--- config.mk ---
export PLATFORM = sky130hd
export DESIGN_NAME = alu_seq_ctrl
export DESIGN_NICKNAME = d
export VERILOG_FILES = /design/src/rtl/alu_seq_ctrl.sv
export SDC_FILE = /design/constraint.sdc
export NUM_CORES = 1
export LEC_CHECK = 0
export CAP_MARGIN = 0
export CORE_UTILIZATION = 41
export DETAILED_ROUTE_END_ITERATION = 8
export GPL_ROUTABILITY_DRIVEN = 0
export MAX_ROUTING_LAYER = met4
export PLACE_DENSITY = 0.84
export SLEW_MARGIN = 40
export SYNTH_ARGS = -nofsm -noshare
export SYNTH_HDL_FRONTEND = slang
export SYNTH_SLANG_ARGS = --single-unit
--- constraint.sdc ---
create_clock -name clk -period 1.5 [get_ports clk]
set_clock_uncertainty 0.05 [all_clocks]
set_input_delay 0.15 -clock clk [delete_from_list [all_inputs] [get_ports clk]]
set_output_delay 0.15 -clock clk [all_outputs]
set_load 0.01 [all_outputs]
--- src/rtl/alu_seq_ctrl.sv ---
// Multi-cycle control sequencer: FETCH/DECODE/EXEC/MEM/WB stepping for the R.O.E datapath,
// with a bounded wait on the data-memory ready handshake.
module alu_seq_ctrl #(
  parameter int MEM_TIMEOUT = 15
) (
  input  logic       clk,
  input  logic       reset,
  input  logic       start,
  input  logic [8:0] inst,
  input  logic       zero,
  input  logic       mem_ready,
  output logic       fetch_en,
  output logic [1:0] alu_src,
  output logic       reg_write,
  output logic       mem_read,
  output logic       mem_write,
  output logic       pc_inc,
  output logic       pc_load,
  output logic       done,
  output logic       err,
  output logic [2:0] state_o
);

  localparam int CNT_W = $clog2(MEM_TIMEOUT + 1);

  typedef enum logic [2:0] {
    S_IDLE   = 3'd0,
    S_FETCH  = 3'd1,
    S_DECODE = 3'd2,
    S_EXEC   = 3'd3,
    S_MEM    = 3'd4,
    S_WB     = 3'd5,
    S_DONE   = 3'd6
  } state_t;

  state_t           state;
  state_t           state_nxt;
  logic [8:0]       ir;
  logic [CNT_W-1:0] mem_cnt;
  logic             mem_timeout;

  logic       is_special;
  logic       is_load;
  logic       is_store;
  logic       is_branch;
  logic       is_halt;
  logic [1:0] dec_src;
  logic       mem_last;
  logic       unused_imm;

  // Immediate bits feed the datapath directly; the sequencer only needs the opcode field.
  assign unused_imm = ^ir[4:0];

  assign is_special = (ir[8:7] == 2'b11);
  assign is_load    = is_special && (ir[6:5] == 2'b00);
  assign is_store   = is_special && (ir[6:5] == 2'b01);
  assign is_branch  = is_special && (ir[6:5] == 2'b10);
  assign is_halt    = is_special && (ir[6:5] == 2'b11);

  always_comb begin
    dec_src = 2'b11;
    unique case (ir[8:7])
      2'b00: dec_src = 2'b10;
      2'b01: dec_src = 2'b01;
      2'b10: dec_src = 2'b00;
      default: begin
        if (is_load || is_store) dec_src = 2'b10;
        else if (is_branch)      dec_src = 2'b00;
        else                     dec_src = 2'b11;
      end
    endcase
  end

  // The final permitted MEM cycle is the one where MEM_TIMEOUT-1 cycles have already elapsed.
  assign mem_last = (mem_cnt == CNT_W'(MEM_TIMEOUT - 1));

  always_comb begin
    state_nxt   = state;
    fetch_en    = 1'b0;
    alu_src     = 2'b11;
    reg_write   = 1'b0;
    mem_read    = 1'b0;
    mem_write   = 1'b0;
    pc_inc      = 1'b0;
    pc_load     = 1'b0;
    done        = 1'b0;
    mem_timeout = 1'b0;
    unique case (state)
      S_IDLE: begin
        if (start) state_nxt = S_FETCH;
      end
      S_FETCH: begin
        fetch_en  = 1'b1;
        state_nxt = S_DECODE;
      end
      S_DECODE: begin
        state_nxt = S_EXEC;
      end
      S_EXEC: begin
        alu_src = dec_src;
        if (is_load || is_store) begin
          state_nxt = S_MEM;
        end else if (is_branch) begin
          pc_load   = zero;
          pc_inc    = ~zero;
          state_nxt = S_FETCH;
        end else if (is_halt) begin
          state_nxt = S_DONE;
        end else begin
          state_nxt = S_WB;
        end
      end
      S_MEM: begin
        alu_src   = dec_src;
        mem_read  = is_load;
        mem_write = is_store;
        if (mem_ready) begin
          if (is_load) begin
            state_nxt = S_WB;
          end else begin
            pc_inc    = 1'b1;
            state_nxt = S_FETCH;
          end
        end else if (mem_last) begin
          mem_timeout = 1'b1;
          state_nxt   = S_DONE;
        end
      end
      S_WB: begin
        alu_src   = dec_src;
        reg_write = 1'b1;
        pc_inc    = 1'b1;
        state_nxt = S_FETCH;
      end
      S_DONE: begin
        done = 1'b1;
        if (start) state_nxt = S_FETCH;
      end
      default: begin
        state_nxt = S_IDLE;
      end
    endcase
  end

  always_ff @(posedge clk) begin
    if (reset) begin
      state   <= S_IDLE;
      ir      <= 9'd0;
      mem_cnt <= '0;
      err     <= 1'b0;
    end else begin
      state <= state_nxt;
      if (state == S_DECODE) ir <= inst;
      if (state == S_EXEC)     mem_cnt <= '0;
      else if (state == S_MEM) mem_cnt <= mem_cnt + 1'b1;
      if (mem_timeout)
        err <= 1'b1;
      else if (start && (state == S_IDLE || state == S_DONE))
        err <= 1'b0;
    end
  end

  assign state_o = state;

endmodule

# Word level (Yosys, flattened, before mapping)
# Index checks and enable logic that the tools add are counted.
# word_totals
inputBits,14
ram_bits,0
regBits,17
n_memories,0
output_inout_bits,13
rom_bits,0
latch_bits,0
elab_cells,66
# classes
add_sub_neg,1
n_lt_le_gt_ge,0
shifts,0
bitwise,1
reduce_logical,15
mux,30
div,0
n_eq_ne,15
n_mul,0
# op_table
op,n
$mux W3,6
$pmux W3 S6,1
$mux W1,17
$eq A3 B3 Y1 const B,3
$eq A2 B2 Y1 const B,4
$mux W2,4
$eq A3 B2 Y1 const B,2
$pmux W2 S3,1
$logic_and A1 B1 Y1,5
$add A4 B1 Y4 const B,1
$eq A2 B1 Y1 const B,2
$eq A4 B4 Y1 const B,1
$logic_not A2 Y1,2
$reduce_or A2 Y1,2
$eq A3 B1 Y1 const B,1
$logic_not A3 Y1,1
$ne A3 B3 Y1 const B,1
$pmux W1 S3,1
$reduce_or A3 Y1,1
$logic_or A1 B1 Y1,2
$ne A2 B1 Y1 const B,1
$reduce_and A2 Y1,1
$reduce_bool A2 Y1,1
$not A1 Y1,1

# Logic depth before layout (Yosys ltp)
# Gate-level depths: netlist of run 1.
# depth
ltp_word,6
ltp_mapped,6
mapped_depth_nobuf,6

# Least setup slack after synthesis of run 1
# No wires, ideal clock.
# synth_timing
path_kind,register -> output
start,"register state[2], in the netlist state_o[2]"
end,output mem_write
setup_slack_ps,88
stages_incl_launch_ff,5
arrival_time_ps,1212
cell_sequence,dfxtp_1 > buf_4 > buf_4 > nand2_1 > nor3_1
# synth_via
elab_chain_len,2
# synth_lines
item,line_no,rtl
start: declaration,36,state_t state;
start signal: assignment,152,state <= state_nxt;
$eq A3 B3 Y1,88,unique case (state)
$mux W1,88,
end: declaration,16,"output logic mem_write,"
# Every way passes these cells.

# Worst setup path in the final report of run 1
# layout_timing
start,"register state[0], in the netlist state_o[0]"
end,output pc_inc
# layout_via
elab_chain_len,2
word_cells_on_any_way,4
classes_between,eq/ne (3); mux (1)
# layout_lines
item,line_no,rtl
$eq A3 B3 Y1 / $eq A3 B2 Y1 (equally long branches),88,
$pmux W1 S3 *,88,
end: declaration,17,"output logic pc_inc,"
# Every way passes the cells marked *; elsewhere a longest branch is shown, timed or not.

==> results.md, run 1 <==
- Count of clock tree sinks: 12
- DRC: 0
- Kind of cell with the highest combined delay on the critical path: flip-flops
- Sequential area share after synthesis: 28.9%
- Max capacitance violation total: 0
- Total Die Area: 0.00221 mm²
- Part of the total power dissipated in combinational logic: 35.6%
- Terminus of the critical flop-to-flop path: state_o[2]
- Total buffers and inverters traversed by the critical path: 1
- CTS root buffer: clkbuf_4
- Yosys Warn Count: 0
- Detail Placement HPWL: 1850 µm
- Crit path time final: 1.58 ns
- CTS buffer count: 3
- Max VDD drop: 604 µV
- Final Hold Vio Count: 0
- Number of I/O port buffers: 21
- CP peak stage delay: 0.41 ns
- Most area-consuming cells after synthesis: dfxtp_1 (29%), a21oi_1 (7.2%), nor2_1 (6.3%)
- GR met1 Demand/Resource: 32.6%
- Setup slack of the worst register-to-register path: 0.07 ns
- Launch point of the worst reg-to-reg path: ir[5]
- Clock tree from TritonCTS: built
- Vias in the first global route: 934
- Grt met3 use: 2.31%
- Outcome: finished with violations
- Hold path startpoint: err
- Nets@finish: 173
- Worst setup margin: -0.0824 ns
- Critical Path AT: 1.38 ns
- Final count of pins violating max slew: 0
- Cell with the largest stage delay on the worst path: dfxtp_4
- Number of antenna violations at the first check in global routing: 0
- Wire length of the first global-routing pass: 4100 µm
- Relative contribution of sequential cells to total power: 41.5%
- Signed area change from the synthesized netlist to the final layout: 63.0%
- Number of vias per cell after detailed routing: 5.56
- Sw Ratio: 32.5%
- Dominant cell type by area after synthesis: dfxtp_1
- Critical path endpoint category: output port
- Post-route clock period utilization: 105%
- Number of diodes: 0
- Die Height: 47.0 µm
- Layout cells sized above 1: 41.9%
- Number of H-tree levels: 1
- Relative contribution of the clock network to total power: 22.9%
- Final setup violation count: 3
- Hold Path Depth: 2
- Synthesis-stage register bit count: 12
- Hold-fix buffer count after cts: 0
- Final antenna-violating net count: 0
- Critical path fanouts, max: 8
- Failing checks: negative setup slack
- Setup CP Type: flop to output port
- Classification of the worst-slack hold path: flop to flop
- Largest net degree at the start of global routing: 13
- Worst setup timing slack at the placement stage: -0.321 ns
- Global routing's busiest layer: met2
- Row cnt: 15
- Worst Tran Pin Value: 0.320 ns
- Post-synthesis cell count: 104
- Upper clock frequency limit: 0.632 GHz
- Fraction of post-synthesis cell area in the top cell type by area: 28.9%
- Standard cell core area: 0.00182 mm²
- Post-DR wirelength/cell: 14.9 µm
- Drt total wl: 2690 µm
- Maximum clock insertion buffer count: 2
- Number of unique standard cell types used by synthesis: 39
- Worst Reg-to-Reg Cells: 6
- Final total power: 0.879 mW
- I/O Pins: 27
- Gr usage total: 27.6%
- Summed instance area of the synthesized netlist: 831 µm²
- Category of the worst setup path launch point: flop
- Leakage power: 0.599 nW
- Met2 layer usage reported by global route: 47.5%
- Total nets after synthesis: 120
- Power per Cell Area: 649 mW/mm²
- Max transition margin: 78.7%
- Data required time at the worst endpoint: 1.30 ns
- Total via count after detailed routing: 1000
- DRC marker count from the first detailed-route iteration: 28
- Count of TritonRoute iterations in the first routing pass: 4
- Clock insertion delay at the later pin of the skew report: 0.28 ns
- Initial core utilization: 45.6%
- Global route overflow: 0
- Worst min-delay path endpoint: err
- Post-Syn Area per Cell: 7.99 µm²
- Worst-path cell chain: nand2_4 > nor4_2 > a21oi_1 > o21bai_1 > buf_2
- Register clock-pin slew on the reported worst setup and hold paths: 0.07 ns
- Switching power summed over all nets: 0.286 mW
- Internal power contribution: 0.593 mW
- RSZ-0062 raised after global routing: true
- Horizontal die dimension: 47.0 µm
## area by class of cell
type,count,area (µm²)
repair buffers,54,432
flip-flops and latches,12,254
well taps,25,31.3
clock buffers,3,22.5
multi-input cells,83,603
inverters,3,11.3
fillers,128,467
## metal layers
| layer | up-vias | share of wire (%) |
|---|---|---|
| met3 | 7 | 4.5 |
| met1 | 468 | 42 |
| met2 | 39 | 51 |
| met5 | - | 0 |
| li1 | 486 | - |
| met4 | 0 | 2.1 |
## state kept, by name (all words and copies together), names as in the netlist
signal   count
ir           4
state_o      3
err          1
mem_cnt      4
## power by group through the flow
| stage | Sequential [mW] | Clock [mW] | Combinational [mW] |
|---|---|---|---|
| after floorplan | 0.361 | 0 | 0.148 |
| after global placement | 0.362 | 0 | 0.275 |
| after detailed placement | 0.362 | 0 | 0.286 |
| after CTS | 0.356 | 0.201 | 0.292 |
| after global routing | 0.368 | 0.214 | 0.336 |
| final | 0.365 | 0.201 | 0.313 |
## Yosys cell counts
library cell / n
nand3_1: 3
a21boi_0: 1
clkbuf_1: 1
buf_2: 1
nor4_1: 3
a21boi_1: 1
o21bai_1: 2
nor2_2: 1
nand2_2: 1
nand2_1: 8
nor2_1: 14
a21oi_1: 12
o211ai_1: 2
xor2_1: 1
inv_1: 2
a221oi_2: 1
o21ai_1: 1
nor4b_2: 1
nor3b_1: 1
a2bb2oi_1: 1
a211oi_1: 1
buf_4: 3
a2111oi_1: 1
and3_1: 3
inv_2: 1
nor3_1: 4
nor2b_1: 1
o21ai_0: 1
ha_1: 2
or3_1: 1
nor3b_4: 1
nand2b_1: 4
a2111oi_2: 1
dfxtp_1: 12
buf_6: 1
o32ai_1: 2
mux2i_1: 4
nand3b_1: 1
a41o_1: 2
## worst reg2reg max path, cell delays in order, from the launching register on
cell,delay [ns]
dfxtp_2,0.32
nand3b_1,0.22
buf_6,0.17
buf_4,0.13
o21bai_1,0.13
a2bb2oi_1,0.19
o32ai_1,0.10
## per-stage QoR
step | instances | util, % | TNS [ns] | instance area (µm²) | hold WS [ns]
after floorplan | 104 | - | 0 | 831 | 0.177
after global placement | 172 | 68.1 | -0.807 | 1240 | 0.422
after detailed placement | 172 | 68.1 | -1.09 | 1240 | 0.424
after CTS | 177 | 71.1 | -0.0819 | 1290 | 0.437
after global routing | 180 | 74.4 | -0.341 | 1350 | 0.452
final | 180 | 74.4 | -0.194 | 1350 | 0.438
## logic make-up (layout without fill, tap and decap cells)
logic type | after synthesis | after routing | share of synthesized area (%)
adders and majority gates | 2 | 2 | 3.01
muxes | 4 | 4 | 4.82
xor gates and xnor gates | 1 | 1 | 1.05
AOI/OAI and AO/OA | 29 | 29 | 25.1
DFF | 12 | 12 | 28.9
buffers and inverters | 9 | 60 | 6.47
and+or+nand+nor | 47 | 47 | 30.6
## how the worst max path moves through the flow
stage,endpoint,depth (start not counted),slack (ns),startpoint
finish,pc_inc,5,-0.08,state_o[0]
global route,pc_inc,5,-0.13,ir[5]
CTS,alu_src[1],5,-0.05,state_o[2]
detailed placement,pc_inc,5,-0.32,zero
global placement,pc_inc,5,-0.24,zero
floorplan,mem_write,4,0.09,state_o[2]
## cells in the final DEF, fill, tap and decap left out, drive strengths merged, types with 3 or more instances in the layout
master / synthesis / layout
nand3: 3 / 3
nand2b: 4 / 4
inv: 3 / 3
clkdlybuf4s50: 0 / 9
and3: 3 / 3
dfxtp: 12 / 12
nor4: 3 / 3
buf: 5 / 39
clkbuf: 1 / 5
nor3: 4 / 4
a21oi: 12 / 12
mux2i: 4 / 4
nand2: 9 / 9
nor2: 15 / 15
## repair_timing
item / in CTS / in global routing
pin swaps: 2 / 4
gates resized for setup: 41 / 17
setup buffers: 2 / 3
setup endpoints to repair: 13 / 12
Note: power is estimated with default switching activity, not from simulation.
==> run 2, diff against run 1 <==
==> constraint.sdc (replaced) <==
create_clock -name clk -period 1.5 [get_ports clk]
set_clock_uncertainty 0.05 [all_clocks]
set_input_delay 0.15 -clock clk [delete_from_list [all_inputs] [get_ports clk]]
set_output_delay 0.15 -clock clk [all_outputs]
set_load 0.05 [all_outputs]
==> run 2 against run 1 <==
  * The flow still finishes with violations (negative setup slack)
  * Clock power up 43%
  * Via count up 16%
  * Sequential power about the same
  * Global-route usage up 6.5 points
==> results.md, run 2 (synthesized netlist as in run 1, its figures left out) <==
- Outcome: finished with violations
- Final TNS setup: -1.24 ns
- DRC: 0
- Standard cell core area: 0.00182 mm²
- Setup slack of the worst register-to-register path: -0.07 ns
- Most common cell after layout, fill and taps aside: buf_4
- CTS buffer count: 3
- Detail Placement HPWL: 1840 µm
- Number of antenna violations at the first check in global routing: 0
- Final Instance Count excl. Fillers: 183
- DRC marker count from the first detailed-route iteration: 73
- Global route overflow: 0
- Signed area change from the synthesized netlist to the final layout: 92.6%
- Final setup violation count: 12
- Critical path endpoint category: output port
- I/O Pins: 27
- Maximum clock insertion buffer count: 2
- Category of the worst setup path launch point: flop
- Upper clock frequency limit: 0.584 GHz
- Layout cells sized above 1: 51.3%
- Failing checks: negative setup slack
- Nets@finish: 175
- Register clock-pin slew on the reported worst setup and hold paths: 0.09 ns
- Terminus of the critical flop-to-flop path: state_o[2]
- Endpoint of the worst setup timing path: pc_inc
- Number of cells in the design after placement: 158
- Worst Reg-to-Reg Cells: 6
- Critical path fanouts, max: 6
- Number of I/O port buffers: 21
- Post-DR wirelength/cell: 21.2 µm
- Power per Cell Area: 704 mW/mm²
- Wire length of the first global-routing pass: 4930 µm
- Final Hold Vio Count: 0
- Leading cell types in the layout, fill and taps excluded: buf_4 (31), a21oi_1 (11), nor2_1 (11), buf_12 (11), clkdlybuf4s50_1 (8)
- Data required time at the worst endpoint: 1.30 ns
- RSZ-0062 raised after global routing: true
- Kind of cell with the highest combined delay on the critical path: flip-flops
- Fillcell total: 73
- Horizontal die dimension: 47.0 µm
- Number of H-tree levels: 1
- Total via count after detailed routing: 1158
- Classification of the worst-slack hold path: input port to flop
- Vias in the first global route: 1015
- Worst-path cell chain: nand2_4 > nor4_4 > a21oi_2 > o21bai_4 > buf_12
- Hold-fix buffer count after cts: 0
- Clock tree from TritonCTS: built
- Crit path time final: 1.71 ns
- Worst setup timing slack at the placement stage: -0.0768 ns
- Cell with the largest stage delay on the worst path: dfxtp_4
- Total buffers and inverters traversed by the critical path: 1
- Clock insertion delay at the later pin of the skew report: 0.31 ns
- Critical Path AT: 1.51 ns
- Leakage power: 0.637 nW
- CTS root buffer: clkbuf_4
- Final hold slack: 0.433 ns
- Worst setup margin: -0.213 ns
- Max transition margin: 72.8%
- Final count of pins violating max slew: 0
- Max VDD drop: 753 µV
- Cell count along the critical path: 5
- Initial core utilization: 45.6%
- Row cnt: 15
- Largest net degree at the start of global routing: 10
- Launch point of the worst reg-to-reg path: state_o[1]
- Count of clock tree sinks: 12
- CP peak stage delay: 0.42 ns
- Final antenna-violating net count: 0
- Gr usage total: 34.1%
- Total Die Area: 0.00221 mm²
- Max capacitance violation total: 0
- Post-route clock period utilization: 114%
- Drt total wl: 3880 µm
- Setup CP Type: flop to output port
- Count of TritonRoute iterations in the first routing pass: 4
- Die Height: 47.0 µm
- Worst Tran Pin Value: 0.407 ns
- Number of vias per cell after detailed routing: 6.33
- Number of diodes: 0
- Startpoint of the most critical setup path: state_o[1]
## run 2: stage by stage
stage	cell area (µm²)	total power [mW]	util, %
floorplan	926	0.574	-
global placement	1320	0.697	72.7
detailed placement	1320	0.707	72.7
CTS	1550	1.06	85.4
global route	1600	1.16	87.9
finish	1600	1.13	87.9
## run 2: worst min path at each step
| stage | startpoint | endpoint | slack, ns | cells after the start |
|---|---|---|---|---|
| floorplan | reset | state_o[0] | 0.17 | 1 |
| global placement | err | err | 0.42 | 2 |
| detailed placement | err | err | 0.43 | 2 |
| CTS | inst[6] | ir[6] | 0.41 | 3 |
| global route | inst[7] | ir[7] | 0.43 | 3 |
| finish | inst[7] | ir[7] | 0.43 | 3 |
## run 2: report_power, final
group          switching [mW]  internal [mW]  total [mW]  leakage [nW]
logic                   0.247          0.231       0.478         0.515
clock network           0.139          0.149       0.287        0.0210
registers              0.0275          0.335       0.362         0.102
total                   0.413          0.714        1.13         0.637
## run 2: tightest hold or removal path: stages
cell and delay (ns):
clkdlybuf4s50_1 0.40, mux2i_1 0.14, nor2_1 0.06
## run 2: layout make-up
class,count,area (µm²),share of cell area [%]
timing repair buffer,56,593,37.1
clock buffer,4,36.3,2.27
tap,25,31.3,1.95
sequential,12,259,16.2
inverter,3,11.3,0.704
multi-input combinational,83,669,41.8
## run 2: routing by layer
| metal | vias up | global-route usage, % | share of wire [%] |
|---|---|---|---|
| met4 | 0 | 14.3 | 5.3 |
| li1 | 497 | - | - |
| met1 | 534 | 40.1 | 38 |
| met5 | - | - | 0 |
| met2 | 101 | 55.0 | 47 |
| met3 | 26 | 8.46 | 9.8 |
## run 2: timing repair
action	in CTS	in global routing
resized for setup	18	5
setup endpoints to repair	9	15
setup buffers	16	5
pin swaps	10	6
